==> src/rtl/formula_sweep_pkg.sv <==
// Shared types and limits for the formula sweep sequencer.
package formula_sweep_pkg;

    // Sequencer states; the encoding is fixed here so checkers can bind to it.
    typedef enum logic [1:0] {
        ST_IDLE = 2'd0,
        ST_EVAL = 2'd1,
        ST_DONE = 2'd2
    } state_t;

    // Largest supported universal / existential vector widths.
    localparam int MAX_NX = 16;
    localparam int MAX_NI = 16;

    // EVAL_LAT ranges 0..7, so the wait counter needs three bits.
    localparam int MAX_EVAL_LAT = 7;
    localparam int LAT_W        = 3;

endpackage

==> src/rtl/formula_sweep_ctrl_eval_wait_timer.sv <==
// Loadable down-counter that strikes once every EVAL_LAT+1 enabled cycles,
// marking the cycle in which formula_out is settled and may be sampled.
module eval_wait_timer
    import formula_sweep_pkg::*;
#(
    parameter int EVAL_LAT = 0
) (
    input  logic clk,
    input  logic rst_n,
    input  logic load,
    input  logic en,
    output logic strike
);

    localparam logic [LAT_W-1:0] RELOAD = LAT_W'(EVAL_LAT);

    logic [LAT_W-1:0] cnt;

    // A strike happens on the last enabled cycle of each evaluation window.
    assign strike = en && (cnt == '0);

    // Reload at sweep start and after every strike; count down while enabled.
    always_ff @(posedge clk or negedge rst_n) begin
        if (!rst_n) begin
            cnt <= RELOAD;
        end else if (load || strike) begin
            cnt <= RELOAD;
        end else if (en) begin
            cnt <= cnt - LAT_W'(1);
        end
    end

endmodule

==> src/rtl/formula_sweep_ctrl.sv <==
// Exhaustive forall-x / exists-i sweep of a combinational formula.
// For each x it walks i until formula_out=1 (a witness), collecting
// realizability, the first failing x and evaluation statistics.
//
// Host handshake: start is a request that is only accepted in IDLE; the
// accepting edge raises busy. busy stays high until the sweep ends, which is
// either a one-cycle done pulse (normal end) or aborted=1 with no done.
module formula_sweep_ctrl
    import formula_sweep_pkg::*;
#(
    parameter int NX       = 4,
    parameter int NI       = 9,
    parameter int EVAL_LAT = 0
) (
    input  logic             clk,
    input  logic             rst_n,
    input  logic             start,
    input  logic             abort,
    input  logic             stop_on_fail,
    input  logic             formula_out,
    output logic [NX-1:0]    x_vec,
    output logic [NI-1:0]    i_vec,
    output logic             busy,
    output logic             done,
    output logic             aborted,
    output logic             realizable,
    output logic [NX-1:0]    fail_x,
    output logic [NX:0]      witness_count,
    output logic [NX+NI:0]   eval_count
);

    localparam int WC_W = NX + 1;
    localparam int EC_W = NX + NI + 1;

    // Current sequencer state; kept as a named signal for external checkers.
    state_t state;
    logic   stop_q;

    logic   timer_load;
    logic   timer_en;
    logic   strike;
    logic   i_wrap;
    logic   x_last;
    logic   fail_now;
    logic   adv_x;
    logic   finish;

    eval_wait_timer #(
        .EVAL_LAT (EVAL_LAT)
    ) u_timer (
        .clk    (clk),
        .rst_n  (rst_n),
        .load   (timer_load),
        .en     (timer_en),
        .strike (strike)
    );

    // Decode what the current sample (if any) does to the sweep.
    always_comb begin
        timer_load = (state == ST_IDLE) && start;
        // abort wins over sampling, so the timer is frozen in an abort cycle.
        timer_en   = (state == ST_EVAL) && !abort;
        i_wrap     = (i_vec == {NI{1'b1}});
        x_last     = (x_vec == {NX{1'b1}});
        fail_now   = strike && !formula_out && i_wrap;
        adv_x      = (strike && formula_out) || (fail_now && !stop_q);
        finish     = (adv_x && x_last) || (fail_now && stop_q);
    end

    // Sequencer FSM with all outputs registered.
    always_ff @(posedge clk or negedge rst_n) begin
        if (!rst_n) begin
            state         <= ST_IDLE;
            stop_q        <= 1'b0;
            x_vec         <= '0;
            i_vec         <= '0;
            busy          <= 1'b0;
            done          <= 1'b0;
            aborted       <= 1'b0;
            realizable    <= 1'b1;
            fail_x        <= '0;
            witness_count <= '0;
            eval_count    <= '0;
        end else begin
            done <= 1'b0;
            case (state)
                ST_IDLE: begin
                    if (start) begin
                        x_vec         <= '0;
                        i_vec         <= '0;
                        witness_count <= '0;
                        eval_count    <= '0;
                        fail_x        <= '0;
                        aborted       <= 1'b0;
                        realizable    <= 1'b1;
                        stop_q        <= stop_on_fail;
                        busy          <= 1'b1;
                        state         <= ST_EVAL;
                    end
                end
                ST_EVAL: begin
                    if (abort) begin
                        aborted <= 1'b1;
                        busy    <= 1'b0;
                        state   <= ST_IDLE;
                    end else if (strike) begin
                        eval_count <= eval_count + EC_W'(1);
                        if (formula_out) begin
                            witness_count <= witness_count + WC_W'(1);
                        end else if (!i_wrap) begin
                            i_vec <= i_vec + NI'(1);
                        end else begin
                            realizable <= 1'b0;
                            // Only the first x without a witness is reported.
                            if (realizable) begin
                                fail_x <= x_vec;
                            end
                        end
                        if (finish) begin
                            // Vectors hold their final values through DONE.
                            busy  <= 1'b0;
                            done  <= 1'b1;
                            state <= ST_DONE;
                        end else if (adv_x) begin
                            x_vec <= x_vec + NX'(1);
                            i_vec <= '0;
                        end
                    end
                end
                ST_DONE: begin
                    state <= ST_IDLE;
                end
                default: begin
                    state <= ST_IDLE;
                end
            endcase
        end
    end

endmodule

==> config.mk <==
export PLATFORM = sky130hd
export DESIGN_NAME = formula_sweep_ctrl
export DESIGN_NICKNAME = d
export VERILOG_FILES = /design/src/rtl/formula_sweep_pkg.sv /design/src/rtl/formula_sweep_ctrl_eval_wait_timer.sv /design/src/rtl/formula_sweep_ctrl.sv
export SDC_FILE = /design/constraint.sdc
export NUM_CORES = 1
export LEC_CHECK = 0
export ABC_CLOCK_PERIOD_IN_PS = 3250
export CORE_ASPECT_RATIO = 0.7
export CORE_MARGIN = 1
export CORE_UTILIZATION = 37
export CTS_CLUSTER_DIAMETER = 120
export DETAILED_ROUTE_END_ITERATION = 8
export GPL_ROUTABILITY_DRIVEN = 1
export PLACE_DENSITY = 0.67
export SLEW_MARGIN = 20
export SYNTH_ARGS = -nofsm -noshare
export SYNTH_HDL_FRONTEND = slang
export SYNTH_HIERARCHICAL = 1
export SYNTH_SLANG_ARGS = --single-unit
==> constraint.sdc <==
create_clock -name clk -period 3.25 [get_ports clk]
set_input_delay 0.65 -clock clk [delete_from_list [all_inputs] [get_ports clk]]
set_output_delay 0.65 -clock clk [all_outputs]
set_load 0.05 [all_outputs]
==> run metrics, run 1 <==
status=completed; count of final max-slew check failures=0; H-tree Lvls=2; final setup violation count=0; Non-Filler Instances=a little under 400; antenna cells=0; cell area after synthesis=2480 µm²; GRT Residual Overflow=0; CTS Buf Count=5; 1st-iter DRT viols=between 100 and 150; drt drc=0; Total Neg Setup Slack=0 ns; Core Footprint=~6400 µm²; Rows=24; RePlAce Congestion=approximately 0.87; drt pass-1 iters=4; Worst-Skew Late Latency=approximately 0.3 ns; Horiz. Die Dim=about 100 µm; unrepaired setup endpoints after global routing=no; final period utilization=0.797; largest net degree at the start of global routing=47; register area share after synthesis=0.464; area leader, netlist=dfrtp_1; antenna-violating nets left=0; per-cell routed wire length=15.8 µm; final net count=between 300 and 400; synth cell count leaders=dfrtp_1, nand2_1, nor2_1; Synth cell types=52; Post-Syn Area per Cell=9.98 µm²; port bufs=45; HPWL after DPL=4.26 mm; Worst Tran Pin Value=about 0.59 ns; Static Leak=about 1.3 nW; most instantiated library cell after synthesis=dfrtp_1; Mapped Cells=approximately 250; Reg clk slew, reported paths=0.08 ns; Final Critical Period=between 2 and 3 ns; Synth async-reset ratio=1.00; number of enable-type register cells in the synthesized netlist=0; Ports=between 40 and 50; minimum hold slack=roughly 0.34 ns; hold_buf cts=0; first-pass GRT wire length=just over 10 mm; via count=between 2000 and 2500; Arr. time, crit path=approximately 2.8 ns; initial antenna violation count=0; vias in the first global route=2022; worst vdd ir=~0.00024 V; Routed WL=around 6.2 mm; Clock Sinks=between 40 and 50; total of max-cap violations=0; synthesized net count=261; layout cells sized above 1=0.0836; die area=7050 µm²; cts repair resizes=0; CP startpoint kind=flop; relative slew slack=0.608; Die Y=a little over 70 µm; via/cell ratio=5.62; fmax=slightly below 400 MHz; worst hold path class=in -> async; CP Class=reg -> reg; fin util=0.493; Clock Path Buffers=2; crit end category=flop; Final Skew=between 0.006 and 0.007 ns; ys flop type=dfrtp_1; Setup Buffers After CTS=0; Fin. Hold Viols=0; yosys warns=6; DP Cell Count=roughly 380; share of the synthesized area in the top cell type=0.453; Initial Util=0.390; CTS tree=yes; Area contributors post-synth=dfrtp_1, nand2_1, ha_1; synthesis-stage register bit count=46; All-Layer GR Usage=0.186; Layout area overhead=26.3%; Power Density=about 500 nW/µm²; Critical Path Fanout Max=11; CTS Root Buffer Type=clkbuf_8; CP required=roughly 3.4 ns
==> report_power, final <==
| part | internal (mW) | switching [mW] | leakage (nW) |
|---|---|---|---|
| Combinational | 0.161 | 0.338 | 0.616 |
| Clock | 0.172 | 0.195 | 0.0482 |
| Sequential | 0.630 | 0.0592 | 0.628 |
==> stage by stage <==
stage | area (µm²) | setup WS (ns) | total power, mW
2_1_floorplan | 2480 | 0.954 | 1.02
3_3_place_gp | 3040 | 0.445 | 1.19
3_5_place_dp | 3040 | 0.398 | 1.20
4_1_cts | 3140 | 0.654 | 1.56
5_1_grt | 3140 | 0.365 | 1.64
6_report | 3140 | 0.660 | 1.56
==> cells by family after synthesis <==
logic type | count (synthesis) | synth area share
DFF | 46 | 0.464
AOI/OAI and AO/OA | 76 | 0.239
buffers and inverters | 17 | 0.0347
and+or+nand+nor | 94 | 0.197
xor gates and xnor gates | 10 | 0.0352
adders and majority gates | 6 | 0.0302
==> cell type report <==
cell class	count	area (µm²)
repair buffers	52	500
clock buffers	7	86.3
fillers	654	3230
well taps	91	114
clock inverters	1	5.00
multi-input cells	186	1250
inverters	7	33.8
flip-flops and latches	46	1150
==> path summary, 6_finish.rpt <==
path	startpoint	to	slack, ns	cells after the start
hold reg to reg	stop_q$_DFFE_PN0P_	stop_q$_DFFE_PN0P_	0.50	2
max in group asynchronous	rst_n	eval_count[7]$_DFFE_PN0P_	2.50	1
min in group clk	stop_q$_DFFE_PN0P_	stop_q$_DFFE_PN0P_	0.50	2
hold / removal	rst_n	fail_x[2]$_DFFE_PN0P_	0.34	1
setup / recovery	state[0]$_DFFE_PN0P_	eval_count[7]$_DFFE_PN0P_	0.66	8
setup reg to reg	state[0]$_DFFE_PN0P_	eval_count[7]$_DFFE_PN0P_	0.66	8
==> cell usage in the layout, fill, tap and decap left out, types with 8 or more instances in the layout <==
master / count
o21ai_1: 10
buf_4: 8
nor2_1: 18
nand2_1: 27
o31ai_1: 8
clkdlybuf4s50_1: 44
dfrtp_1: 45
a21oi_1: 14
nand3_1: 11
==> worst max-delay path, stage by stage (launching register included) <==
cell and delay (ns):
dfrtp_1 0.57, nand2b_1 0.23, nor2_1 0.18, and2_1 0.24, nand4bb_1 0.32, buf_4 0.30, a211oi_2 0.31, a31oi_1 0.13
a41o_1 0.21
==> sequential cells by signal (all words and copies together), names as in the netlist <==
name           count
i_vec              9
witness_count      5
busy               1
stop_q             1
fail_x             4
done               1
eval_count        14
u_timer/cnt        3
aborted            1
realizable         1
state              2
x_vec              4
==> routing by layer <==
layer,share of wire,track usage
met1,0.52,0.288
met2,0.44,0.267
met3,0.036,0.0306
met4,0.0074,0.0507
met5,0,0
Note: power is estimated with default switching activity, not from simulation.
==> run 2: changes to the inputs <==
ABC_CLOCK_PERIOD_IN_PS = 2550   (was 3250)
clock period = 2.55 ns   (was 3.25 ns; I/O delays follow)
==> run 2 against run 1 <==
Sequential share of layout area shrank 1.3 points; core utilization grew 1.8 points; combinational power grew 37%; worst hold slack lost 0.12 ns; total power grew 35%; non-clock buffer count grew 12; register-to-register slack lost 0.38 ns; final cell count grew 3.1%; via count grew 1.4%; clock power grew 47%; design area grew 3.7%.
==> run metrics, run 2 (synthesized netlist as in run 1, its figures left out) <==
GRT Residual Overflow=0 (unchanged); unrepaired setup endpoints after global routing=no; count of final max-slew check failures=0 (unchanged); CP required=2.77 ns (-0.67 ns); Die Y=70.6 µm (unchanged); total of max-cap violations=0 (unchanged); drt drc=0 (unchanged); vias in the first global route=2108 (+4.3%); Top reg by flops=eval_count; antenna-violating nets left=0 (unchanged); crit end category=flop; Arr. time, crit path=2.49 ns (-0.29 ns); drt pass-1 iters=4 (unchanged); All-Layer GR Usage=0.190 (+0.00437); Rows=24 (unchanged); CP Class=reg -> reg; port bufs=45 (unchanged); initial antenna violation count=0 (unchanged); Routed WL=6.33 mm (+2.5%); Layout area overhead=30.9%; 1st-iter DRT viols=175 (+37%); via/cell ratio=5.53 (-1.6%); Final Skew=0.00860 ns (+0.00165 ns); Total Neg Setup Slack=0 ns (unchanged); Worst-Skew Late Latency=0.30 ns (about the same); Reg clk slew, reported paths=0.09 ns (about the same); RR Startpoint=u_timer/cnt[0]$_DFFE_PN0P_; CP max stage cell=nor2_2; die area=7050 µm² (unchanged); critical path, cell by cell=inv_1 -> ha_1 -> ha_1 -> and2_1 -> buf_4 -> and4bb_2 -> nor2_2 -> buf_4 -> o32ai_1 -> a21oi_1; final setup violation count=0 (unchanged); final net count=322 (+3.9%); antenna cells=0 (unchanged); Horiz. Die Dim=100 µm (unchanged); worst vdd ir=0.000313 V (+31%); fmax=441 MHz (+14%); relative slew slack=0.575 (-0.0332); Clock Path Buffers=2 (unchanged); most common cell after layout, fill and taps aside=dfrtp_1; CTS tree=yes; CTS Buf Count=5 (unchanged); CP startpoint kind=flop; Fillers=605 (-7.5%); cts repair resizes=0 (unchanged); Setup Buffers After CTS=0 (unchanged); worst reg2reg path depth=10 (+2); R2R setup slack=0.28 ns (-0.38 ns); CTS Root Buffer Type=clkbuf_8; Initial Util=0.390 (unchanged); Ports=46 (unchanged); H-tree Lvls=2 (unchanged); Worst Tran Pin Value=0.637 ns (+0.0498 ns); HPWL after DPL=4.60 mm (+7.8%); RePlAce Congestion=0.783 (-10%); Power Density=644 nW/µm² (+30%); worst flop-to-flop path endpoint=i_vec[4]$_DFFE_PN0P_; Fin. Hold Viols=0 (unchanged); Final Critical Period=2.27 ns (-0.325 ns); per-cell routed wire length=15.8 µm (-0.57%); largest net degree at the start of global routing=29 (-38%); fin util=0.511 (+0.0181); layout cells sized above 1=0.116 (+0.0321); final period utilization=0.888 (+0.0914); worst hold path class=in -> async; top flop regs=eval_count: 14 flops, i_vec: 9 flops, witness_count: 5 flops; hold_buf cts=0 (unchanged); most frequent cells in the layout=dfrtp_1, clkdlybuf4s50_1, nand2_1, nor2_1, buf_4; CP peak stage delay=0.36 ns (-0.21 ns); Critical Path Fanout Max=10 (-1); status=completed; Static Leak=1.36 nW (+5.1%); first-pass GRT wire length=10.7 mm (+3.4%); max FFs per register=14 (unchanged); Clock Sinks=46 (unchanged); Core Footprint=6370 µm² (unchanged); via count=2222 (+1.4%)
[run 2: layout make-up]
type / instances / area (µm²) / share of cell area
Clock buffer: 7 / 76.3 / 0.0235
Inverter: 7 / 33.8 / 0.0104
Multi-Input combinational cell: 186 / 1250 / 0.383
Tap cell: 91 / 114 / 0.0350
Sequential cell: 46 / 1150 / 0.354
Clock inverter: 1 / 30.0 / 0.00923
Timing Repair Buffer: 64 / 601 / 0.185
[run 2: routing by layer]
layer	global-route usage	wire, µm	up-vias
li1	-	-	1073
met1	0.295	3310	1068
met2	0.275	2630	79
met3	0.0366	377	2
met4	0.0392	19	0
met5	0	0	-
[run 2: power breakdown]
group | switching [mW] | internal, mW | total, mW
logic | 0.444 | 0.240 | 0.684
registers | 0.0698 | 0.804 | 0.873
clock network | 0.245 | 0.294 | 0.539
[run 2: stage by stage]
step / hold WS, ns / cells / instance area (µm²) / setup slack [ns] / total power, mW
CTS: 0.252 / 402 / 3250 / 0.286 / 2.11
global placement: 0.462 / 394 / 3150 / 0.0708 / 1.56
floorplan: 0.214 / 249 / 2480 / 0.274 / 1.30
global route: 0.270 / 402 / 3250 / 0.0913 / 2.21
detailed placement: 0.466 / 394 / 3150 / 0.0346 / 1.57
finish: 0.224 / 402 / 3250 / 0.285 / 2.10
[run 2: worst max-delay path by stage]
| stage | start | endpoint | depth (start not counted) |
|---|---|---|---|
| floorplan | state[0]$_DFFE_PN0P_ | eval_count[7]$_DFFE_PN0P_ | 9 |
| global placement | start | i_vec[7]$_DFFE_PN0P_ | 6 |
| detailed placement | abort | eval_count[6]$_DFFE_PN0P_ | 9 |
| CTS | u_timer/cnt[0]$_DFFE_PN0P_ | i_vec[4]$_DFFE_PN0P_ | 10 |
| global route | u_timer/cnt[0]$_DFFE_PN0P_ | fail_x[3]$_DFFE_PN0P_ | 9 |
| finish | u_timer/cnt[0]$_DFFE_PN0P_ | i_vec[4]$_DFFE_PN0P_ | 10 |
[run 2: worst max-delay path: cells and delay by family (launching register included)]
family / cells / cell delay, ns
AOI/OAI and AO/OA: 2 / 0.21
adders and majority gates: 2 / 0.40
buffers and inverters: 3 / 0.41
DFF: 1 / 0.35
and+or+nand+nor: 3 / 0.81
==> patch 1, RTL diff (flow settings as in run 2) <==
Set the parameter `NI` to 10 (it was 9).
--- a/src/rtl/formula_sweep_ctrl.sv
+++ b/src/rtl/formula_sweep_ctrl.sv
@@ -9,7 +9,7 @@
     import formula_sweep_pkg::*;
 #(
     parameter int NX       = 4,
-    parameter int NI       = 9,
+    parameter int NI       = 10,
     parameter int EVAL_LAT = 0
 ) (
     input  logic             clk,
Ports: changed (resized eval_count and i_vec); port bits go from 46 to 48. The function was not compared with the original's and may differ.
==> patch 1 against run 2 <==
  * Combinational power decreased by 4.1%
  * Synthesized area decreased by 2.8%
  * Power decreased by 1.7%
  * Design area decreased by 1.3%
  * Non-clock buffer count increased by 4
  * Sequential cell count increased by 2
  * Worst setup slack improved by 15 ps
  * Routed wire length decreased by 9.4%
  * Critical endpoint is now eval_count[14]$_DFFE_PN0P_
  * Highest routed layer unchanged
==> patch 1: results (changes against run 2) <==
metric	value	unit	change
post-dp-hpwl	4290	um	was 4600 um
synth_cell_types	46		was 52
synth_mux_area_frac	0.0130		was 0
hold_path_class	input port to async pin		unchanged
grt_pass1_vias	2012		was 2,108
slew_headroom	0.661		was 0.575
n_antenna_cell	0		unchanged
layout.nets	325		was 322
overflow	0		unchanged
antenna_found_initial	0		unchanged
cts_max_level	2		unchanged
ys_top_cells_by_area	dfrtp_1, nor2_1, ha_1		was dfrtp_1, nand2_1, ha_1
first_iter_violations	87		was 175
syn_nets	256		was 261
clkLatencyLatePin	300	ps	about the same
gp_congestion	0.793		was 0.783
slowest_stage	a211o_2		was nor2_2
synthArstFlopShare	1.00		unchanged
vdd_ir_drop_max	0.429	mV	was 0.313 mV
cp.arrival	2440	ps	was 2490 ps
synthXorXnorAreaFrac	0.0472		was 0.0352
yosysSeqAreaShare	0.498		was 0.464
synth-adder-area-share	0.0311		was 0.0302
grtUsageTotal	0.185		was 0.190
port_buffers	47		was 45
drive_gt1_frac	0.124		was 0.116
grt_pass1_wl	10000	um	was 10,700 um
cp_slowest_stage_delay	450	ps	was 360 ps
fin_worst_skew	3.37	ps	was 8.60 ps
synth_compound_area_frac	0.148		was 0.239
cp_max_fo	8		was 10
clkSlewWorstSetupHoldPaths	90	ps	about the same
routedWlPerCell	14.6	um	was 15.8 um
ctsLongestPathBuffers	2		unchanged
grt_max_degree	27		was 29
p_leak	1.39	nW	was 1.36 nW
reg_top3	eval_count x15, i_vec x10, witness_count x5		was eval_count x14, i_vec x9, witness_count x5
dr_total_vias	2057		was 2,222
status	complete, no violations		unchanged
ys_top_cells_by_count	dfrtp_1, nor2_1, nand2_1		was dfrtp_1, nand2_1, nor2_1
patch 1: changes by cell type after synthesis, moves of 5 or more:
| cell | change |
|---|---|
| nand2_1 | -8 |
| o21ai_1 | -10 |
| inv_1 | +5 |
| a22oi_1 | -7 |
| a22o_1 | +5 |
| nor2_1 | +8 |
| o21ai_0 | +12 |
patch 1: timing repair:
item / 4_1_cts / 5_1_grt
resized for setup: 0 / 2
endpoints found under the setup margin: 0 / 3
setup buffers: 0 / 0
patch 1: logic make-up after synthesis:
logic type / Yosys count
simple gates: 102
flops: 48
buf+inv: 17
mux: 3
xor+xnor: 13
compound gates: 55
fa+ha+maj: 6
patch 1: final timing paths:
kind                                               to  cells past startpoint  slack [ps]            startpoint
hold reg to reg                      busy$_DFFE_PN0P_                      1         510      busy$_DFFE_PN0P_
max in group asynchronous      realizable$_DFFE_PN1P_                      2        1770                 rst_n
setup / recovery           eval_count[14]$_DFFE_PN0P_                      9         300  state[1]$_DFFE_PN0P_
hold / removal             eval_count[11]$_DFFE_PN0P_                      1         160                 rst_n
setup reg to reg           eval_count[14]$_DFFE_PN0P_                      9         300  state[1]$_DFFE_PN0P_
min in group clk                     busy$_DFFE_PN0P_                      1         510      busy$_DFFE_PN0P_
patch 1: per-layer routing:
layer / up-vias / global-route usage / share of wire
li1: 1026 / - / -
met2: 46 / 0.267 / 0.43
met1: 981 / 0.281 / 0.52
met3: 4 / 0.0514 / 0.039
met5: - / 0 / 0
met4: 0 / 0.0249 / 0.0054
patch 1: power by group:
| part | total, mW | internal (mW) | leakage, nW | switching [mW] |
|---|---|---|---|---|
| Combinational | 0.656 | 0.245 | 0.689 | 0.411 |
| Clock | 0.481 | 0.220 | 0.0434 | 0.261 |
| Sequential | 0.925 | 0.840 | 0.654 | 0.0848 |
| Total | 2.06 | 1.30 | 1.39 | 0.757 |
patch 1: stage by stage:
step	setup WS, ps	instances	cell area (um^2)	utilization
2_1_floorplan	183	244	2410	-
5_1_grt	21.3	392	3210	0.512
3_5_place_dp	-65.3	384	3100	0.494
3_3_place_gp	-70.8	384	3100	0.494
4_1_cts	192	392	3200	0.510
6_report	300	392	3210	0.512
patch 1: area by class of cell:
class                           instances  area, um^2
Clock inverter                          2        15.0
Clock buffer                            6        82.6
Tap cell                               78        97.6
Multi-Input combinational cell        179        1150
Timing Repair Buffer                   68         623
Sequential cell                        48        1200
Inverter                               11        41.3
Fill cell                             575        3070
==> patch 2, RTL diff (settings of run 2) <==
Without the edit above. The 3 states of `state_t` get a one-hot encoding in 3 bits.
--- a/src/rtl/formula_sweep_pkg.sv
+++ b/src/rtl/formula_sweep_pkg.sv
@@ -2,10 +2,10 @@
 package formula_sweep_pkg;
 
     // Sequencer states; the encoding is fixed here so checkers can bind to it.
-    typedef enum logic [1:0] {
-        ST_IDLE = 2'd0,
-        ST_EVAL = 2'd1,
-        ST_DONE = 2'd2
+    typedef enum logic [2:0] {
+        ST_IDLE = 3'b001,
+        ST_EVAL = 3'b010,
+        ST_DONE = 3'b100
     } state_t;
 
     // Largest supported universal / existential vector widths.
Formal check against the unedited RTL: same outputs for any inputs over 10 cycles, from zero or initial values and one cycle with rst_n low; not proved beyond that.
==> patch 2 against run 2 <==
  * Worst setup slack got worse by 130 ps
  * Critical path type is now input port to flop
  * First-iteration DRC count fell by 54%
  * Critical endpoint is now x_vec[0]$_DFFE_PN0P_
  * Design area decreased by 5.5%
  * Routed wire length fell by 19%
  * Clock power decreased by 19%
  * Maximum frequency fell by 5.4%
  * Sequential cell count is 1 higher
  * Count of clock-buffer cells in the layout did not move
  * Synthesized area shrank 4.2%
  * The flow now finishes with violations (DRC)
  * Power down 22%
  * Register-to-register slack better by 80 ps
==> patch 2: results (changes against run 2) <==
metric	value	unit	change
slowest_stage	or4b_4		was nor2_2
placed_cells_incl_taps	367		was 394
num-nonclk-inverters	8		was 7
remaining_drc_errors	8		was 0
finish.instance_area	3070	um^2	was 3250 um^2
p_leak	1.30	nW	was 1.36 nW
grt_max_degree	48		was 29
wirelength	5120	um	was 6330 um
regArea	1180	um^2	was 1150 um^2
timing.final.ws_setup	155	ps	was 285 ps
cp.arrival	2570	ps	was 2490 ps
dp_slack	-203	ps	was 34.6 ps
dr_total_vias	1912		was 2,222
m1WireLength	2740	um	was 3310 um
grtUsageMet2	0.218		was 0.275
ff2ff_setup_slack	360	ps	was 280 ps
multi_input_area_share	0.369		was 0.383
numSequentialCells	47		was 46
drt_first_pass_iters	6		was 4
synth_compound_area_frac	0.113		was 0.239
drive_gt1_frac	0.114		was 0.116
clk_share	0.0265		was 0.0327
gp_congestion	0.775		was 0.783
syn_avg_cell_area	10.1	um^2	was 9.98 um^2
nMultiInputCombCells	175		was 186
synthXorXnorAreaFrac	0.0626		was 0.0352
grt_pass1_wl	8780	um	was 10,700 um
dpl_cell_area	2990	um^2	was 3150 um^2
ys_top_cells_by_count	dfrtp_1, nor2_1, nand2_1		was dfrtp_1, nand2_1, nor2_1
cp_slowest_stage_delay	540	ps	was 360 ps
violations	DRC		
first_iter_violations	80		was 175
fin_cells	375		was 402
synth_mux_area_frac	0.0147		was 0
synth-adder-area-share	0.0315		was 0.0302
endpoint	x_vec[0]$_DFFE_PN0P_		was i_vec[4]$_DFFE_PN0P_
ys_top_cells_by_area	dfrtp_1, nor2_1, nand2_1		was dfrtp_1, nand2_1, ha_1
vdd_ir_drop_max	0.225	mV	was 0.313 mV
cp_max_fo	9		was 10
worstMarginPinSlew	588	ps	was 637 ps
met2WireLength	2060	um	was 2630 um
routed-wl-met3	302	um	was 377 um
syn_nets	248		was 261
layout.nets	308		was 322
use_met3	0.0497		was 0.0366
status	finished with violations		was complete, no violations
grtUsageTotal	0.162		was 0.190
-- patch 2: cell count changes in the layout (fill, tap and decap cells not counted), sizes merged, moves of 5 or more --
cell and delta:
buf -5, a2111oi -5, o31ai -5, a21oi -6, nor2 +13, a22oi -7, a22o +5
-- patch 2: power breakdown --
group	switching [mW]	total, mW	internal, mW
clock	0.242	0.435	0.193
sequential	0.0337	0.825	0.791
combinational	0.236	0.369	0.133
total	0.511	1.63	1.12
-- patch 2: how the worst min path moves through the flow --
stage	start	endpoint	slack, ps	cells past startpoint
floorplan	rst_n	aborted$_DFFE_PN0P_	210	0
global placement	witness_count[4]$_DFFE_PN0P_	witness_count[4]$_DFFE_PN0P_	470	1
detailed placement	realizable$_DFFE_PN1P_	realizable$_DFFE_PN1P_	480	2
CTS	rst_n	i_vec[5]$_DFFE_PN0P_	320	2
global route	rst_n	i_vec[5]$_DFFE_PN0P_	360	2
finish	rst_n	i_vec[5]$_DFFE_PN0P_	300	2
